**src/rtl/ram_write_queue.sv**
```systemverilog
// Circular store queue feeding one blockram write port, with store-to-load
// forwarding from queued and in-flight stores and a drain-all flush handshake.
module ram_write_queue #(
    parameter int DEPTH  = 8,
    parameter int ADDR_W = 16,
    parameter int DATA_W = 16,
    parameter int TAG_W  = 8
) (
    input  logic              clk,
    input  logic              rst,
    input  logic              in_valid,
    output logic              in_ready,
    input  logic [ADDR_W-1:0] in_address,
    input  logic [DATA_W-1:0] in_value,
    input  logic [TAG_W-1:0]  in_tag,
    input  logic              mem_grant,
    output logic              write_enabled,
    output logic [ADDR_W-1:0] write_address,
    output logic [DATA_W-1:0] write_value,
    output logic              done_valid,
    output logic [TAG_W-1:0]  done_tag,
    input  logic [ADDR_W-1:0] lookup_address,
    output logic              lookup_hit,
    output logic [DATA_W-1:0] lookup_value,
    input  logic              flush_req,
    output logic              flush_done
);
    localparam int PTR_W = (DEPTH > 1) ? $clog2(DEPTH) : 1;
    localparam int CNT_W = PTR_W + 1;
    localparam logic [CNT_W-1:0] FULL_COUNT = CNT_W'(DEPTH);

    typedef enum logic {
        RUN   = 1'b0,
        FLUSH = 1'b1
    } state_t;

    state_t            state;
    logic [ADDR_W-1:0] addr_mem [DEPTH];
    logic [DATA_W-1:0] data_mem [DEPTH];
    logic [TAG_W-1:0]  tag_mem  [DEPTH];
    logic [PTR_W-1:0]  head;
    logic [PTR_W-1:0]  tail;
    logic [CNT_W-1:0]  count;
    logic              push;
    logic              pop;
    logic              queue_hit;
    logic [DATA_W-1:0] queue_value;
    logic [PTR_W-1:0]  scan_idx;
    logic              inflight_hit;

    // A full queue never accepts, even if a pop frees a slot on the same edge.
    assign in_ready = !rst && (state == RUN) && (count < FULL_COUNT);
    assign push     = in_valid && in_ready;
    assign pop      = (count != '0) && mem_grant;

    always_ff @(posedge clk) begin
        if (push) begin
            addr_mem[tail] <= in_address;
            data_mem[tail] <= in_value;
            tag_mem[tail]  <= in_tag;
        end
    end

    always_ff @(posedge clk) begin
        if (rst) begin
            head  <= '0;
            tail  <= '0;
            count <= '0;
        end else begin
            if (push) begin
                tail <= tail + 1'b1;
            end
            if (pop) begin
                head <= head + 1'b1;
            end
            case ({push, pop})
                2'b10:   count <= count + 1'b1;
                2'b01:   count <= count - 1'b1;
                default: count <= count;
            endcase
        end
    end

    // Write port and completion report are registered copies of the popped head.
    always_ff @(posedge clk) begin
        if (rst) begin
            write_enabled <= 1'b0;
            write_address <= '0;
            write_value   <= '0;
            done_valid    <= 1'b0;
            done_tag      <= '0;
        end else begin
            write_enabled <= pop;
            done_valid    <= pop;
            if (pop) begin
                write_address <= addr_mem[head];
                write_value   <= data_mem[head];
                done_tag      <= tag_mem[head];
            end
        end
    end

    // Flush completes only once the queue is empty and the last write has left.
    always_ff @(posedge clk) begin
        if (rst) begin
            state      <= RUN;
            flush_done <= 1'b0;
        end else begin
            flush_done <= 1'b0;
            case (state)
                RUN: begin
                    if (flush_req) begin
                        state <= FLUSH;
                    end
                end
                FLUSH: begin
                    if ((count == '0) && !write_enabled) begin
                        state      <= RUN;
                        flush_done <= 1'b1;
                    end
                end
                default: state <= RUN;
            endcase
        end
    end

    // Scan oldest to youngest so the youngest matching entry wins.
    always_comb begin
        queue_hit   = 1'b0;
        queue_value = '0;
        scan_idx    = '0;
        for (int i = 0; i < DEPTH; i++) begin
            scan_idx = head + PTR_W'(i);
            if ((CNT_W'(i) < count) && (addr_mem[scan_idx] == lookup_address)) begin
                queue_hit   = 1'b1;
                queue_value = data_mem[scan_idx];
            end
        end
    end

    assign inflight_hit = write_enabled && (write_address == lookup_address);
    assign lookup_hit   = queue_hit || inflight_hit;
    assign lookup_value = queue_hit    ? queue_value :
                          inflight_hit ? write_value : '0;

endmodule

```
**config.mk**
```make
export PLATFORM = sky130hd
export DESIGN_NAME = ram_write_queue
export DESIGN_NICKNAME = d
export VERILOG_FILES = /design/src/rtl/ram_write_queue.sv
export SDC_FILE = /design/constraint.sdc
export NUM_CORES = 1
export LEC_CHECK = 0
export CAP_MARGIN = 20
export CORE_MARGIN = 4
export CORE_UTILIZATION = 50
export CTS_CLUSTER_SIZE = 12
export DETAILED_ROUTE_END_ITERATION = 10
export PLACE_DENSITY_LB_ADDON = 0.3
export RECOVER_POWER = 50
export SYNTH_ARGS = -nofsm -noshare
export SYNTH_HDL_FRONTEND = slang
export SYNTH_SLANG_ARGS = --single-unit
```
**constraint.sdc**
```tcl
create_clock -name clk -period 13.11 [get_ports clk]
set_input_delay 1.311 -clock clk [delete_from_list [all_inputs] [get_ports clk]]
set_output_delay 1.311 -clock clk [all_outputs]
set_load 0.02 [all_outputs]
```
==> results.toml, run 1 <==
[floorplanning]
fp.dieH_um = 240
die_w_um = 240
initial_utilization = 0.510
coreArea_sq_um = 53000
pin_count = 122
num_rows = 84
fp.dieArea_sq_um = 57800

[power_and_ir_drop]
peakVddDrop_uv = 136
switchingPower_uw = 2140
p_comb_frac = 0.497
power_frac_seq = 0.279
power.density_nw_per_um2 = 179
p_int_uw = 3210
power.share.clock = 0.224
leakage_uw = 0.00993
sw_frac_of_total = 0.399

[global_route]
overflow = 0
grt_pass1_vias = 20000
grt_max_degree = 74
antenna_found_initial = 5
grt_first_pass_wirelength_um = 129000
track_usage = 0.297

[routing]
drtPass1Iterations = 6
drt-initial-drc-count = 2487
finalWirelength_um = 87200
drc = 0
wl_per_cell_um = 29.8
vias = 20800
avgViaCountPerCell = 7.11
ant_nets = 0

[sta]
rsz0062_at_grt = "false"
worstMarginPinSlew_ps = 3620
skew_ps = 22.8
period_needed_ps = 9590
relSlewSlack = -1.42
drv_slew = 128
setup_viol = 0
whs_ps = 472
min_period_over_period = 0.732
max_freq_mhz = 104
fin_tns_setup_ps = 0
hold_viol = 0

[yosys]
synth_area_sq_um = 27000
yosysMostFrequentCell = "edfxtp_1"
synthTopCellsByArea = "edfxtp_1 36%, mux4_2 18%, mux2i_1 9.9%, dfxtp_1 4.2%, xnor2_1 3.3%"
synth.largest_area_cell = "edfxtp_1"
syn_area_per_cell_sq_um = 12.3
ys_types = 75
ys_warn_count = 0
async_reset_ff_frac = 0
synth_top_area_frac = 0.356
syn_nets = 2264
synth_ff_type = "edfxtp_1"
synth_commonest_cells = "320 x edfxtp_1, 267 x mux2i_1, 220 x mux4_2"
syn_inst = 2196
ys_seq_area_frac = 0.397
synth_seq_cells = 376
synth_edf_count = 320

[flow_run]
cap_violations = 3

[cells_and_area]
nNetsFinal = 2274
fillers = 4290
final_area_sq_um = 29900
areaGrowthSynthToFinish_pct = 10.8
drive_gt1_frac = 0.193

[clock_tree]
htreeDepth = 2
cts_sinks = 376
cts_buffers = 42
cts.reportedPaths.clkPinSlew_ps = 60
cts_tree = "yes"
clk_path_buf_depth = 3
clock_latency_ps = 600
cts_setup_buffers = 0
cts-root-buf = "clkbuf_16"
ctsResizeCount = 0
hold_buffers = 0

[critical_path]
crit_type = "register to primary output"
worstPathArrival_ps = 8280
worst_setup_path_start_kind = "register"
cp_max_fo = 73
crit_path_end_kind = "primary output"
required_ps = 11800

[status]
violations = "capacitance limit, slew limit"
status = "finished, violations left"

[placed_design]
dpl-instance-area_sq_um = 28500
routabilityCongestion = 1.01
io_buffers = 121
dpl.hpwl_um = 56600

[worst_hold_path]
hp-class = "register to register"
-- cells in the final DEF (no fill, tap or decap), types with 62 or more instances in the layout --
cell type,synthesis,routed
edfxtp_1,320,320
mux2i_1,267,267
mux4_2,220,220
nand2_1,188,187
a21oi_1,106,106
xnor2_1,102,102
nor2_1,102,95
o21ai_0,73,73
clkdlybuf4s50_1,0,65
xor2_1,62,62
-- power groups by stage --
stage	combinational [uW]	sequential (uW)	clock, uW
3_5_place_dp	2600	1520	0
3_3_place_gp	2560	1520	0
6_report	2660	1490	1200
2_1_floorplan	2010	1470	0
5_1_grt	2830	1510	1260
4_1_cts	2620	1500	1220
-- metrics by stage --
stage | power [uW] | std cells | util | setup WS (ps)
2_1_floorplan | 3480 | 2196 | - | 7150
3_3_place_gp | 4080 | 2849 | 0.539 | 4450
3_5_place_dp | 4120 | 2849 | 0.539 | 4190
4_1_cts | 5330 | 2926 | 0.565 | 3590
5_1_grt | 5600 | 2927 | 0.565 | 3160
6_report | 5350 | 2928 | 0.565 | 3520
-- cells by family after synthesis --
family                     count (synthesis)  share of synthesized area
muxes                                    554                      0.313
and+or+nand+nor                          489                     0.0860
AOI/OAI and AO/OA                        390                      0.104
DFF                                      376                      0.397
buffers and inverters                    210                     0.0393
xor gates and xnor gates                 170                     0.0572
adders and majority gates                  7                    0.00324
-- flip-flops by register name, indices dropped and copies added (netlist names), named ones only --
name	cells
flush_done	1
done_tag	8
count	4
data_mem	128
tag_mem	64
write_value	16
tail	3
done_valid	1
addr_mem	128
state	1
write_address	16
head	3
-- worst paths after layout --
kind	startpoint	end	slack [ps]	depth (start not counted)
worst min-delay path	write_value[11]	write_value[11]	470	2
worst max-delay path	head[0]	lookup_value[0]	3520	13
worst max register to register	count[3]	register	7090	8
worst min register to register	write_value[11]	write_value[11]	470	2
-- routing by layer --
metal | track usage | vias to the layer above | part of all wire | wire, um
met5 | 0 | - | 0.00049 | 43
met4 | 0.0953 | 8 | 0.036 | 3130
met3 | 0.0637 | 242 | 0.11 | 9380
met2 | 0.463 | 1340 | 0.46 | 39900
met1 | 0.420 | 10500 | 0.40 | 34800
li1 | - | 8739 | - | -
-- critical path: stages, from the launching register on --
cell and delay, ps:
dfxtp_4 1010, inv_1 550, ha_4 1020, buf_4 850, mux4_2 430, xnor2_1 340, nand3_1 120, o22ai_1 290
o211ai_2 550, or3_1 940, a311oi_1 430, o32ai_1 120, a41o_1 280, clkdlybuf4s50_1 640
-- area by class of cell --
| type | count | area [sq um] | share of cell area |
|---|---|---|---|
| flip-flops and latches | 376 | 10800 | 0.359 |
| diodes | 1 | 2.50 | 0.0000836 |
| multi-input cells | 1610 | 15300 | 0.513 |
| repair buffers | 167 | 1550 | 0.0517 |
| clock buffers | 60 | 1150 | 0.0384 |
| clock inverters | 17 | 240 | 0.00803 |
| well taps | 688 | 861 | 0.0288 |
| inverters | 9 | 33.8 | 0.00113 |
(Power assumes the default switching activity.)
==> run 2: changes to the inputs <==
==> constraint.sdc (replaced) <==
create_clock -name clk -period 7.81 [get_ports clk]
set_input_delay 0.781 -clock clk [delete_from_list [all_inputs] [get_ports clk]]
set_output_delay 0.781 -clock clk [all_outputs]
set_load 0.02 [all_outputs]
==> results.toml, run 2 (synthesis gave the netlist of run 1 again) <==
[sta]
setup_viol = 0
fin_tns_setup_ps = 0
min_period_over_period = 0.974
worstMarginPinSlew_ps = 2590
drv_slew = 92
max_freq_mhz = 131
period_needed_ps = 7610
whs_ps = 485
hold_viol = 0
rsz0062_at_grt = "false"
skew_ps = 28.3
relSlewSlack = -0.727

[critical_path]
reg2reg_slack_ps = 1830
worstPathArrival_ps = 6830
path_buf_inv = 4
rr_startpoint = "count[3]"
crit_path_end_kind = "primary output"
rr_worst_depth = 11
path_delay_family = "buffers and inverters"
r2r_end = "count[3]"
cp_max_fo = 59
crit_type = "register to primary output"
required_ps = 7030
path_common_cell = "buf_4"
max_stage_delay_ps = 790
worst_setup_path_start_kind = "register"
crit_chain = "inv_2, ha_4, buf_4, mux4_2, nor2_1, a311oi_1, a31oi_1, o211ai_1, nor3_4, buf_4, a21o_1, o32ai_1, a41o_1, clkdlybuf4s50_1"
slowest_stage = "ha_4"

[cells_and_area]
final_cell_mix = "320 x edfxtp_1, 267 x mux2i_1, 220 x mux4_2"
final_area_sq_um = 30100
drive_gt1_frac = 0.200
reg_top3 = "addr_mem x128, data_mem x128, tag_mem x64"
multi_input_area_sq_um = 15300
antennaDiodeCount = 0
nNetsFinal = 2291
fillers = 4332
mostFrequentLayoutCell = "edfxtp_1"
areaGrowthSynthToFinish_pct = 11.4
seqCellArea_sq_um = 10800

[clock_tree]
clock_latency_ps = 610
cts_sinks = 376
cts.reportedPaths.clkPinSlew_ps = 60
cts_buffers = 43
cts-root-buf = "clkbuf_16"
htreeDepth = 2
ctsResizeCount = 0
cts_tree = "yes"
clk_path_buf_depth = 3

[floorplanning]
initial_utilization = 0.510
num_rows = 84
fp.dieArea_sq_um = 57800
pin_count = 122
fp.dieH_um = 240
die_w_um = 240
coreArea_sq_um = 53000

[routing]
drt-initial-drc-count = 2649
ant_nets = 0
drtPass1Iterations = 7
vias = 20900
avgViaCountPerCell = 7.08
wl_per_cell_um = 29.5
drc = 0
finalWirelength_um = 86900

[global_route]
antenna_found_initial = 5
track_usage = 0.297
grt_first_pass_wirelength_um = 130000
grt_max_degree = 161
overflow = 0
grt_pass1_vias = 20100

[power_and_ir_drop]
power.density_nw_per_um2 = 300
leakage_uw = 0.0101
peakVddDrop_uv = 373

[placed_design]
io_buffers = 121
routabilityCongestion = 1.02
dpl-instance-area_sq_um = 28700
dpl.hpwl_um = 56600

[worst_hold_path]
hold_start = "write_value[3]"
min_path_cells = 2
hp-class = "register to register"
hold_end = "write_value[3]"

[status]
status = "finished, violations left"
violations = "capacitance limit, slew limit"

[flow_run]
cap_violations = 3
-- run 2: changes by cell type in the layout (fill, tap and decap cells not counted), moves of 2 or more --
cell | previous run | this run
clkdlybuf4s50_1 | 65 | 43
dlygate4sd3_1 | 55 | 77
buf_4 | 42 | 52
bufinv_16 | 4 | 1
clkbuf_1 | 19 | 16
clkbuf_8 | 3 | 6
buf_16 | 0 | 2
buf_6 | 0 | 2
clkinv_1 | 2 | 4
clkinv_2 | 5 | 7
clkinvlp_4 | 2 | 4
-- run 2: worst reg2reg max path: cells and delay by family (launching register included) --
family	cells	cell delay, ps
AO/OA/AOI/OAI	1	210
XOR/XNOR	1	140
adder cells (fa/ha/maj)	1	360
buffers and inverters	3	3570
flip-flops	1	420
AND/OR/NAND/NOR	5	1090
-- run 2: layer usage --
layer  GRT usage  wire [um]
met4       0.105       3600
met2       0.460      39300
met5           0         56
met1       0.422      34200
met3      0.0591       9750
-- run 2: worst max-delay path by stage --
stage	start	to	cells past startpoint
finish	head[1]	lookup_value[14]	14
global route	head[1]	lookup_value[14]	14
CTS	head[0]	lookup_value[14]	14
detailed placement	head[1]	lookup_value[14]	13
global placement	head[1]	lookup_value[0]	13
floorplan	rst	addr_mem[0][0]	5
-- run 2: where the power goes --
| group | internal [uW] | switching [uW] |
|---|---|---|
| Combinational | 1950 | 2580 |
| Clock | 1120 | 870 |
| Sequential | 2290 | 206 |
| Total | 5360 | 3660 |
-- run 2: layout make-up --
class | instances | share of cell area
clock buffers | 60 | 0.0399
clock inverters | 20 | 0.00628
inverters | 9 | 0.00112
multi-input cells | 1610 | 0.510
flip-flops and latches | 376 | 0.357
well taps | 688 | 0.0286
repair buffers | 183 | 0.0569
-- run 2: per-stage QoR --
stage                     setup slack, ps  utilization  power, uW  std cells
after detailed placement              666        0.541       6970       2864
after global placement                357        0.541       6900       2862
after CTS                            35.2        0.567       8970       2944
after floorplan                      2380            -       5840       2196
final                                 201        0.568       9020       2946
after global routing                 11.6        0.568       9430       2946
-- run 2: what timing repair did --
action / CTS / global route
hold buffers: 0 / 0
endpoints found under the setup margin: 0 / 17
setup buffers: 0 / 1
==> run 3: changes to the inputs <==
--- a/config.mk
+++ b/config.mk
@@ -11,7 +11,7 @@
 export CTS_CLUSTER_SIZE = 12
 export DETAILED_ROUTE_END_ITERATION = 10
 export PLACE_DENSITY_LB_ADDON = 0.3
-export RECOVER_POWER = 50
+export RECOVER_POWER = 25
 export SYNTH_ARGS = -nofsm -noshare
 export SYNTH_HDL_FRONTEND = slang
 export SYNTH_SLANG_ARGS = --single-unit
==> results.toml, run 3 (synthesis gave the netlist of run 1 again) <==
[status]
status = "complete, no violations"

[cells_and_area]
nNetsFinal = 2291
final_cell_mix = "320 x edfxtp_1, 267 x mux2i_1, 220 x mux4_2"
antennaDiodeCount = 0
fillers = 4323
seqCellArea_sq_um = 10800
reg_top3 = "addr_mem x128, data_mem x128, tag_mem x64"
multi_input_area_sq_um = 15300
areaGrowthSynthToFinish_pct = 11.5
mostFrequentLayoutCell = "edfxtp_1"
drive_gt1_frac = 0.203

[clock_tree]
htreeDepth = 2
cts_buffers = 43
cts-root-buf = "clkbuf_16"
ctsResizeCount = 0
clk_path_buf_depth = 3
cts_tree = "yes"
clock_latency_ps = 610
cts_sinks = 376
cts.reportedPaths.clkPinSlew_ps = 60

[power_and_ir_drop]
power.density_nw_per_um2 = 300
p_int_uw = 5390
leakage_uw = 0.00999
switchingPower_uw = 3660
power_frac_seq = 0.276
power_uw = 9040
sw_frac_of_total = 0.404
peakVddDrop_uv = 371
p_comb_frac = 0.503
power.share.clock = 0.220

[sta]
min_period_over_period = 0.971
relSlewSlack = 0.222
max_freq_mhz = 132
skew_ps = 27.0
fin_tns_setup_ps = 0
worstMarginPinSlew_ps = 1170
period_needed_ps = 7580
drv_slew = 0
rsz0062_at_grt = "false"
setup_viol = 0
hold_viol = 0
layout_setup_ws_ps = 226

[critical_path]
worst_setup_path_start_kind = "register"
rr_worst_depth = 11
cp_max_fo = 59
required_ps = 7030
crit_path_end_kind = "primary output"
worstPathArrival_ps = 6800
crit_type = "register to primary output"

[floorplanning]
pin_count = 122
initial_utilization = 0.510
coreArea_sq_um = 53000
die_w_um = 240
fp.dieH_um = 240
fp.dieArea_sq_um = 57800
num_rows = 84

[placed_design]
routabilityCongestion = 1.02
dpl.hpwl_um = 56600
dp_slack_ps = 666
io_buffers = 121

[routing]
finalWirelength_um = 86800
vias = 21000
dr_wl_met3_um = 9680
top_layer_used = "met5"
drt-initial-drc-count = 2707
dr_wl_met2_um = 39300
drc = 0
drtPass1Iterations = 6
avgViaCountPerCell = 7.11
wirelength_met1_um = 34300
wl_per_cell_um = 29.5
ant_nets = 0

[worst_hold_path]
hp-class = "register to register"
min_path_cells = 2

[global_route]
grt_pass1_vias = 20100
overflow = 0
grt_max_degree = 161
track_usage = 0.297
antenna_found_initial = 3
grt_first_pass_wirelength_um = 130000

[flow_run]
cap_violations = 0
run 3: cell types whose count changed in the layout (fill, tap and decap cells not counted), sizes merged:
| cell | change |
|---|---|
| buf | +5 |
| clkbuf | -5 |
| clkdlybuf4s50 | +52 |
| dlygate4sd3 | -52 |
run 3: stage by stage:
step | hold slack, ps | instance area (sq um) | std cells | utilization
after floorplan | 453 | 27000 | 2196 | -
after global placement | 474 | 28600 | 2862 | 0.541
after detailed placement | 478 | 28700 | 2864 | 0.541
after CTS | 486 | 30000 | 2944 | 0.567
after global routing | 505 | 30100 | 2946 | 0.568
final | 488 | 30100 | 2946 | 0.568
run 3: area by class of cell:
| type | count | area share |
|---|---|---|
| Timing Repair Buffer | 183 | 0.0575 |
| Sequential cell | 376 | 0.357 |
| Tap cell | 688 | 0.0286 |
| Clock inverter | 20 | 0.00628 |
| Multi-Input combinational cell | 1610 | 0.510 |
| Clock buffer | 60 | 0.0399 |
| Inverter | 9 | 0.00112 |
run 3: power groups by stage:
| stage | combinational, uW | clock [uW] | sequential [uW] |
|---|---|---|---|
| after global placement | 4360 | 0 | 2530 |
| after detailed placement | 4430 | 0 | 2540 |
| after floorplan | 3370 | 0 | 2470 |
| final | 4550 | 1990 | 2500 |
| after CTS | 4450 | 2020 | 2500 |
| after global routing | 4840 | 2100 | 2510 |
run 3: repair_timing:
action | 4_1_cts | 5_1_grt
endpoints found under the setup margin | 0 | 17
hold buffers | 0 | 0
setup buffers | 0 | 1
run 3: worst max-delay path, stage by stage, from the launching register on:
cell and delay, ps:
dfxtp_4 580, inv_2 250, ha_4 780, buf_4 770, mux4_2 440, nor2_1 110, a311oi_1 50, a31oi_1 310
o211ai_1 240, nor3_4 360, buf_4 460, a21o_1 630, o32ai_1 280, a41o_1 320, clkdlybuf4s50_1 550
run 3: final timing paths:
check	from	to	slack, ps
max	head[1]	lookup_value[14]	230
min	write_value[11]	write_value[11]	490
max reg2reg	count[3]	count[3]	4190
min reg2reg	write_value[11]	write_value[11]	490
run 3: per-layer routing:
metal,vias to the layer above,GRT usage
met3,270,0.0591
met5,-,0
met2,1409,0.460
met1,10500,0.422
li1,8752,-
met4,6,0.105
